### src/rtl/branch_target_predictor.sv
// Fetch-stage branch target buffer: direct-mapped, per-entry saturating
// direction counter, combinational lookup and resolution, EX-stage write-back,
// and saturating performance counters for lookups and mispredicts.
module branch_target_predictor #(
  parameter int ENTRIES  = 16,
  parameter int CTR_BITS = 2,
  parameter int PERF_W   = 32
) (
  input  logic              CLK,
  input  logic              nRST,
  input  logic              lookup_en,
  input  logic [31:0]       lookup_pc,
  output logic              pred_hit,
  output logic              pred_taken,
  output logic [31:0]       pred_target,
  input  logic              upd_en,
  input  logic [31:0]       upd_pc,
  input  logic              upd_taken,
  input  logic [31:0]       upd_target,
  input  logic              upd_pred_taken,
  input  logic [31:0]       upd_pred_target,
  input  logic              flush,
  output logic              mispredict,
  output logic [31:0]       redirect_pc,
  output logic [PERF_W-1:0] perf_lookups,
  output logic [PERF_W-1:0] perf_mispredicts
);

  localparam int IDX_W = $clog2(ENTRIES);
  localparam int TAG_W = 30 - IDX_W;
  localparam logic [CTR_BITS-1:0] CTR_WEAK = CTR_BITS'(1) << (CTR_BITS - 1);

  // Control state (reset): valid bits and direction counters.
  logic [ENTRIES-1:0]  valid_q;
  logic [CTR_BITS-1:0] ctr_q [ENTRIES];
  // Data state (not reset): tags and word-aligned targets.
  logic [TAG_W-1:0]    tag_q [ENTRIES];
  logic [29:0]         tgt_q [ENTRIES];

  logic [IDX_W-1:0] lk_idx;
  logic [TAG_W-1:0] lk_tag;
  logic [IDX_W-1:0] upd_idx;
  logic [TAG_W-1:0] upd_tag;
  logic             upd_hit;

  function automatic logic [CTR_BITS-1:0] ctr_sat_inc(input logic [CTR_BITS-1:0] c);
    return (c == '1) ? c : c + 1'b1;
  endfunction

  function automatic logic [CTR_BITS-1:0] ctr_sat_dec(input logic [CTR_BITS-1:0] c);
    return (c == '0) ? c : c - 1'b1;
  endfunction

  function automatic logic [PERF_W-1:0] perf_sat_inc(input logic [PERF_W-1:0] c);
    return (c == '1) ? c : c + 1'b1;
  endfunction

  assign lk_idx  = lookup_pc[IDX_W+1:2];
  assign lk_tag  = lookup_pc[31:IDX_W+2];
  assign upd_idx = upd_pc[IDX_W+1:2];
  assign upd_tag = upd_pc[31:IDX_W+2];
  assign upd_hit = valid_q[upd_idx] && (tag_q[upd_idx] == upd_tag);

  // Zero-latency lookup; outputs are meaningful whether or not lookup_en is set.
  always_comb begin
    pred_hit    = valid_q[lk_idx] && (tag_q[lk_idx] == lk_tag);
    pred_taken  = pred_hit && ctr_q[lk_idx][CTR_BITS-1];
    pred_target = pred_taken ? {tgt_q[lk_idx], 2'b00} : lookup_pc + 32'd4;
  end

  // Resolution: compare the carried-down prediction against the actual outcome.
  always_comb begin
    mispredict  = upd_en && ((upd_pred_taken != upd_taken) ||
                             (upd_taken && (upd_pred_target != upd_target)));
    redirect_pc = upd_taken ? upd_target : upd_pc + 32'd4;
  end

  // Valid bits and counters: flush beats update; hits train, taken misses allocate.
  always_ff @(posedge CLK or negedge nRST) begin
    if (!nRST) begin
      valid_q <= '0;
      for (int i = 0; i < ENTRIES; i++) ctr_q[i] <= '0;
    end else if (flush) begin
      valid_q <= '0;
    end else if (upd_en) begin
      if (upd_hit) begin
        ctr_q[upd_idx] <= upd_taken ? ctr_sat_inc(ctr_q[upd_idx])
                                    : ctr_sat_dec(ctr_q[upd_idx]);
      end else if (upd_taken) begin
        valid_q[upd_idx] <= 1'b1;
        ctr_q[upd_idx]   <= CTR_WEAK;
      end
    end
  end

  // Tag and target payload: written on any taken update (hit retarget or allocate).
  always_ff @(posedge CLK) begin
    if (!flush && upd_en && upd_taken) begin
      tag_q[upd_idx] <= upd_tag;
      tgt_q[upd_idx] <= upd_target[31:2];
    end
  end

  // Performance counters saturate at all-ones and clear only on reset.
  always_ff @(posedge CLK or negedge nRST) begin
    if (!nRST) begin
      perf_lookups     <= '0;
      perf_mispredicts <= '0;
    end else begin
      if (lookup_en)  perf_lookups     <= perf_sat_inc(perf_lookups);
      if (mispredict) perf_mispredicts <= perf_sat_inc(perf_mispredicts);
    end
  end

endmodule

### config.mk
export PLATFORM = sky130hd
export DESIGN_NAME = branch_target_predictor
export DESIGN_NICKNAME = d
export VERILOG_FILES = /design/src/rtl/branch_target_predictor.sv
export SDC_FILE = /design/constraint.sdc
export NUM_CORES = 1
export LEC_CHECK = 0
export ABC_AREA = 1
export CORE_MARGIN = 3
export CORE_UTILIZATION = 40
export DETAILED_ROUTE_END_ITERATION = 10
export PLACE_DENSITY = 0.55
export SYNTH_ARGS = -nofsm -noshare
export SYNTH_HDL_FRONTEND = slang
export SYNTH_SLANG_ARGS = --single-unit
export TNS_END_PERCENT = 30
### constraint.sdc
create_clock -name CLK -period 6.3 [get_ports CLK]
set_input_delay 0.945 -clock CLK [delete_from_list [all_inputs] [get_ports CLK]]
set_output_delay 0.945 -clock CLK [all_outputs]
set_load 0.01 [all_outputs]
Yosys cells after proc, flatten, opt, wreduce, memory -nomap -nowiden --
Memory sizes are Yosys's and may differ from the RTL's. Index checks and enable logic that the tools add are counted.
Operators by class: bitwise logic cells 9, order comparisons 6, mux-type cells 28, reduce and logical (&&, ||, !) cells 19, $add $sub $neg 6, eq/ne operators 8
Operators by type and width (number):
- $mux W32 | 4
- $add A32 B1 Y32 const B | 2
- $add A32 B3 Y32 const B | 2
- $eq A32 B32 Y1 const B | 2
- $mux W16 | 4
- $eq A26 B26 Y1 | 2
- $bwmux W32 | 1
- $ne A32 B32 Y1 | 1
- $or A16 B16 Y16 | 2
- $and A16 B16 Y16 | 1
- $bmux W2 S4 | 2
- $mux W2 | 8
- $not A16 Y16 | 1
- $ge A5 B5 Y1 const B | 2
- $lt A4 B5 Y1 const B | 2
- $not A4 Y5 | 2
- $logic_and A1 B1 Y1 | 9
- $bmux W1 S4 | 2
- $demux W2 S4 | 1
- $reduce_and A3 Y1 | 2
- $reduce_bool A2 Y1 | 3
- $lt A5 B1 Y1 const B | 1
- $mux W1 | 5
- $demux W1 S4 | 1
- 11 further kinds | 14
Word-level totals: output and inout bits 131, bits of input ports 135, RAM bits 896, memories kept 2, register bits 112
Memory list:
- tgt_q | depth 16, width 30, rd ports 1, clocked after memory_dff 0, wr ports 1, RTL line 38 | logic [29:0] tgt_q [ENTRIES];
- tag_q | depth 16, width 26, rd ports 2, clocked after memory_dff 0, wr ports 1, RTL line 37 | logic [TAG_W-1:0] tag_q [ENTRIES];

Depth between registers and ports, before layout --
depth after elaboration 9, gate-level depth with buffers 25, mapped depth without buffers 21

Least setup slack after synthesis --
OpenSTA, ideal clock, no wires.
kind input -> register, start point input port upd_pc[2], end point memory tag_q[14][0] (netlist name) (enable), cell stages on the path 8, setup slack 22 ps, data arrival time 5739 ps, data required time 5761 ps, path through buf_6 > inv_4 > buf_6 > buf_2 > buf_2 > ha_1 > inv_1 > nor3_1
RTL lines:
- start: declaration | RTL line 17 | input logic [31:0] upd_pc,
- end: declaration | RTL line 37
Straight into the memory's write port.

Final worst setup path --
start point input port lookup_pc[5], end point output port pred_target[26]
Between the ends: longest elaborated chain between the ends 6, elaborated cells between the ends (all ways) 13, classes of those cells 1 x add/sub; 1 x eq/ne; 6 x mux; 1 x bitwise; 2 x reduce/logical; 2 x memory
RTL lines:
- start: declaration | RTL line 12 | input logic [31:0] lookup_pc,
- branches (longest 5 deep; another with $mem_v2 Z16 W26)
- $mux W32 * | RTL line 68 | pred_target = pred_taken ? {tgt_q[lk_idx], 2'b00} : lookup_pc + 32'd4;
- end: declaration | RTL line 15 | output logic [31:0] pred_target,
Mark *: on every way between the ends. The select of a mux whose other input is x is not followed.

==> key figures <==
Global route
  – GRT overflow: 0
  – Number of global-route vias before repair: 39100
  – Global-route wire length before repair: 275 mm
  – Total track usage: 29.0%
  – Largest net degree at the start of global routing: 179
  – Initial antenna violation count: 14

Timing
  – Final Slew Violations: 0
  – Worst Hold Slack: 0.195 ns
  – Relative slew slack: 26.2%
  – Worst setup margin: -0.0204 ns
  – Skew final: 0.0665 ns
  – Min Tclk post-route: 6.32 ns
  – Final-report setup violation count: 1
  – Least-Margin Pin Slew: 1.11 ns
  – FMAX: 0.158 GHz
  – Tcrit/Tclk final: 100%
  – RSZ-0062 raised after global routing: false
  – Final hold violation count: 0

Clock tree
  – CTS Buffer Depth: 3
  – Clock Sink Count: 1008
  – CTS H-tree lvls: 3
  – Clk Latency, worst-skew pair: 0.76 ns
  – Root Driver: clkbuf_16
  – # Post-CTS Setup Buffers: 0
  – Hold-fix buffers, CTS: 0
  – Clock slew at reported path FFs: 0.06 ns
  – CTS Buf Count: 111
  – Cts repair resizes: 0
  – CTS tree: done

Setup path
  – Worst Setup End Kind: primary output
  – CP startpoint kind: primary input
  – Crit path arrival time: 5.38 ns
  – Delay of the slowest cell on the worst path: 0.69 ns
  – Crit path max fanout: 33
  – Worst path cell trace: clkdlybuf4s50_1 -> buf_4 -> clkinv_2 -> buf_4 -> nand3_1 -> nand3_1 -> nand4_1 -> nor2_1 -> nand3_1 -> nor2_2 -> nand2_2 -> o21ai_0 -> clkdlybuf4s50_1
  – Slowest CP cell: o21ai_0
  – Crit path from: lookup_pc[5]
  – Reg-to-Reg Start: tag_q[14][25]
  – Crit path kind: in -> out
  – Crit path required time: 5.35 ns
  – Most frequent CP cell: nand3_1

Drt
  – First-pass DRT Iterations: 6
  – Drt total wl: 193 mm
  – Via total after detailed routing: 41700
  – Final ANT Viol Nets: 0
  – Via density per instance: 5.56
  – Initial DRC Count: 4965
  – DRC violations left: 0
  – WL per Instance: 25.8 um

Cells and area
  – # nets final: 5891
  – Post-route insts no fill: 7485
  – Register Area: 29700 um^2
  – Layout cells sized above 1: 6.56%
  – Area Growth Syn to Fin: 16.5%
  – Layout fillers: 11700
  – Area of the multi-input gates: 17400 um^2

Outcome
  – Status: finished with violations
  – Failing checks: negative setup slack

Floorplan
  – Number of top-level pins: 266
  – Die W: 361 um
  – Die ar.: 131000 um^2
  – Die extent in y: 361 um
  – Initial Utilization: 40.6%
  – Site Rows: 129
  – Core region area: 124000 um^2

Synthesis
  – Post-Synthesis Cells: 5535
  – Synth Area per Inst: 9.12 um^2
  – Warnings from Yosys: 0
  – Mapped cell area: 50500 um^2
  – Number of synthesized flops with an enable pin: 896
  – Syn_nets: 5677
  – Synth cell types: 49
  – Seq/Total Area, Yosys: 58.8%
  – Fraction of synthesis flops using an asynchronous set or reset pin: 11.1%
  – Main synth FF type: edfxtp_1
  – FF+latch count, synth: 1008

Placement
  – Dpl cells: 7273
  – Buffers on Ports: 265
  – Post-DP HPWL: 124 mm
  – Pre-CTS setup slack: 0.137 ns
  – GPL Wtd Cong: 0.964

Power and ir drop
  – Peak supply drop: 0.227 mV
  – Pwr/cell area: 273 nW/um^2
  – Static leakage: 23.1 nW

Min path
  – Hold WC Path Type: in -> async

Flow run
  – Max-Cap Viols: 0
==> layout by cell type, fill, tap and decap left out, drive strengths merged, types with 2 or more instances in the layout <==
cell	count
xor2	94
a31oi	4
diode	6
o211ai	65
edfxtp	896
ha	7
o22ai	79
bufinv	9
clkbuf	138
xnor2	24
clkinvlp	4
o31ai	3
nor4	18
nand2	1405
nor2	639
dfrtp	112
clkdlybuf4s50	258
o2111ai	3
o221ai	48
a21oi	200
clkinv	56
o21ai	607
nor3	59
nand3b	5
o211a	4
nand3	333
nand4	50
or2	3
nor3b	2
o21a	13
a221oi	8
inv	539
a32o	10
buf	142
and2	2
==> synth_stat cells (7+ instances only) <==
cell type | instances | area (um^2)
nand2_1 | 1397 | 5240
edfxtp_1 | 896 | 26900
nor2_1 | 625 | 2350
o21ai_0 | 549 | 2750
inv_1 | 529 | 1990
nand3_1 | 323 | 1620
a21oi_1 | 200 | 1000
clkbuf_1 | 128 | 480
buf_2 | 120 | 601
dfrtp_1 | 112 | 2800
xor2_1 | 94 | 823
o22ai_1 | 79 | 494
o211ai_1 | 65 | 488
o21ai_1 | 58 | 290
nor3_1 | 51 | 255
nand4_1 | 50 | 313
o221ai_1 | 48 | 420
buf_4 | 29 | 218
xnor2_1 | 24 | 210
nor4_1 | 17 | 106
o21a_1 | 13 | 97.6
buf_6 | 12 | 135
nor2_2 | 11 | 68.8
a32o_1 | 10 | 100
buf_1 | 10 | 37.5
nand3_2 | 10 | 100
a221oi_1 | 8 | 70.1
inv_2 | 8 | 30.0
ha_1 | 7 | 87.6
nand2_2 | 7 | 43.8
nor3_2 | 7 | 70.1
==> sequential cells by signal, indices dropped and copies added (netlist names) <==
| signal | cells |
|---|---|
| tag_q | 416 |
| perf_lookups | 32 |
| valid_q | 16 |
| perf_mispredicts | 32 |
| tgt_q | 480 |
| ctr_q | 32 |
==> metrics by stage <==
step | TNS [ns] | utilization [%] | power [mW] | cell area, um^2
global route | 0 | 47.3 | 16.6 | 58800
floorplan | 0 | - | 8.64 | 50500
detailed placement | 0 | 44.3 | 9.63 | 55200
global placement | 0 | 44.3 | 9.63 | 55200
CTS | 0 | 47.3 | 16.1 | 58800
finish | -0.0204 | 47.3 | 16.1 | 58800
==> area by class of cell <==
type | instances | share of cell area [%]
flip-flops and latches | 1008 | 50.5
clock buffers | 138 | 5.00
diodes | 6 | 0.0255
clock inverters | 68 | 1.20
repair buffers | 400 | 6.66
multi-input cells | 3688 | 29.6
inverters | 540 | 3.48
well taps | 1637 | 3.48
==> worst paths after layout <==
check	depth (start not counted)	end	slack [ns]
worst max-delay path	13	pred_target[26]	-0.02
worst max register to register	14	ctr_q[8]	3.33
min in group CLK	2	ctr_q[18]	0.48
worst min register to register	2	ctr_q[18]	0.48
max in group asynchronous	2	ctr_q[13]	4.74
worst min-delay path	1	perf_mispredicts[1]	0.20
==> cells by family (layout without fill, tap and decap cells) <==
kind of cell / count (synthesis) / in the layout / synth area share [%]
simple gates: 2517 / 2517 / 20.5
compound gates: 1046 / 1046 / 11.6
flops: 1008 / 1008 / 58.8
buf+inv: 839 / 1146 / 6.94
xor+xnor: 118 / 118 / 2.05
fa+ha+maj: 7 / 7 / 0.173
other cells: 0 / 6 / 0
==> critical path, delay by kind of cell <==
kind / cells / cell delay, ns
AO/OA/AOI/OAI: 1 / 0.69
AND/OR/NAND/NOR: 7 / 1.76
buffers and inverters: 5 / 1.94
==> where the power goes <==
group / total, mW / switching (mW) / internal (mW)
combinational: 2.03 / 1.38 / 0.644
clock: 6.54 / 2.84 / 3.70
sequential: 7.49 / 0.0940 / 7.40
==> metal layers <==
metal | wire, um | vias up | global-route usage, %
met5 | 53 | - | 0
met1 | 82300 | 20200 | 40.4
met2 | 84700 | 1933 | 44.1
met3 | 18900 | 319 | 7.10
li1 | - | 19200 | -
met4 | 7270 | 8 | 10.2
Power figures use the tool's default switching activity.
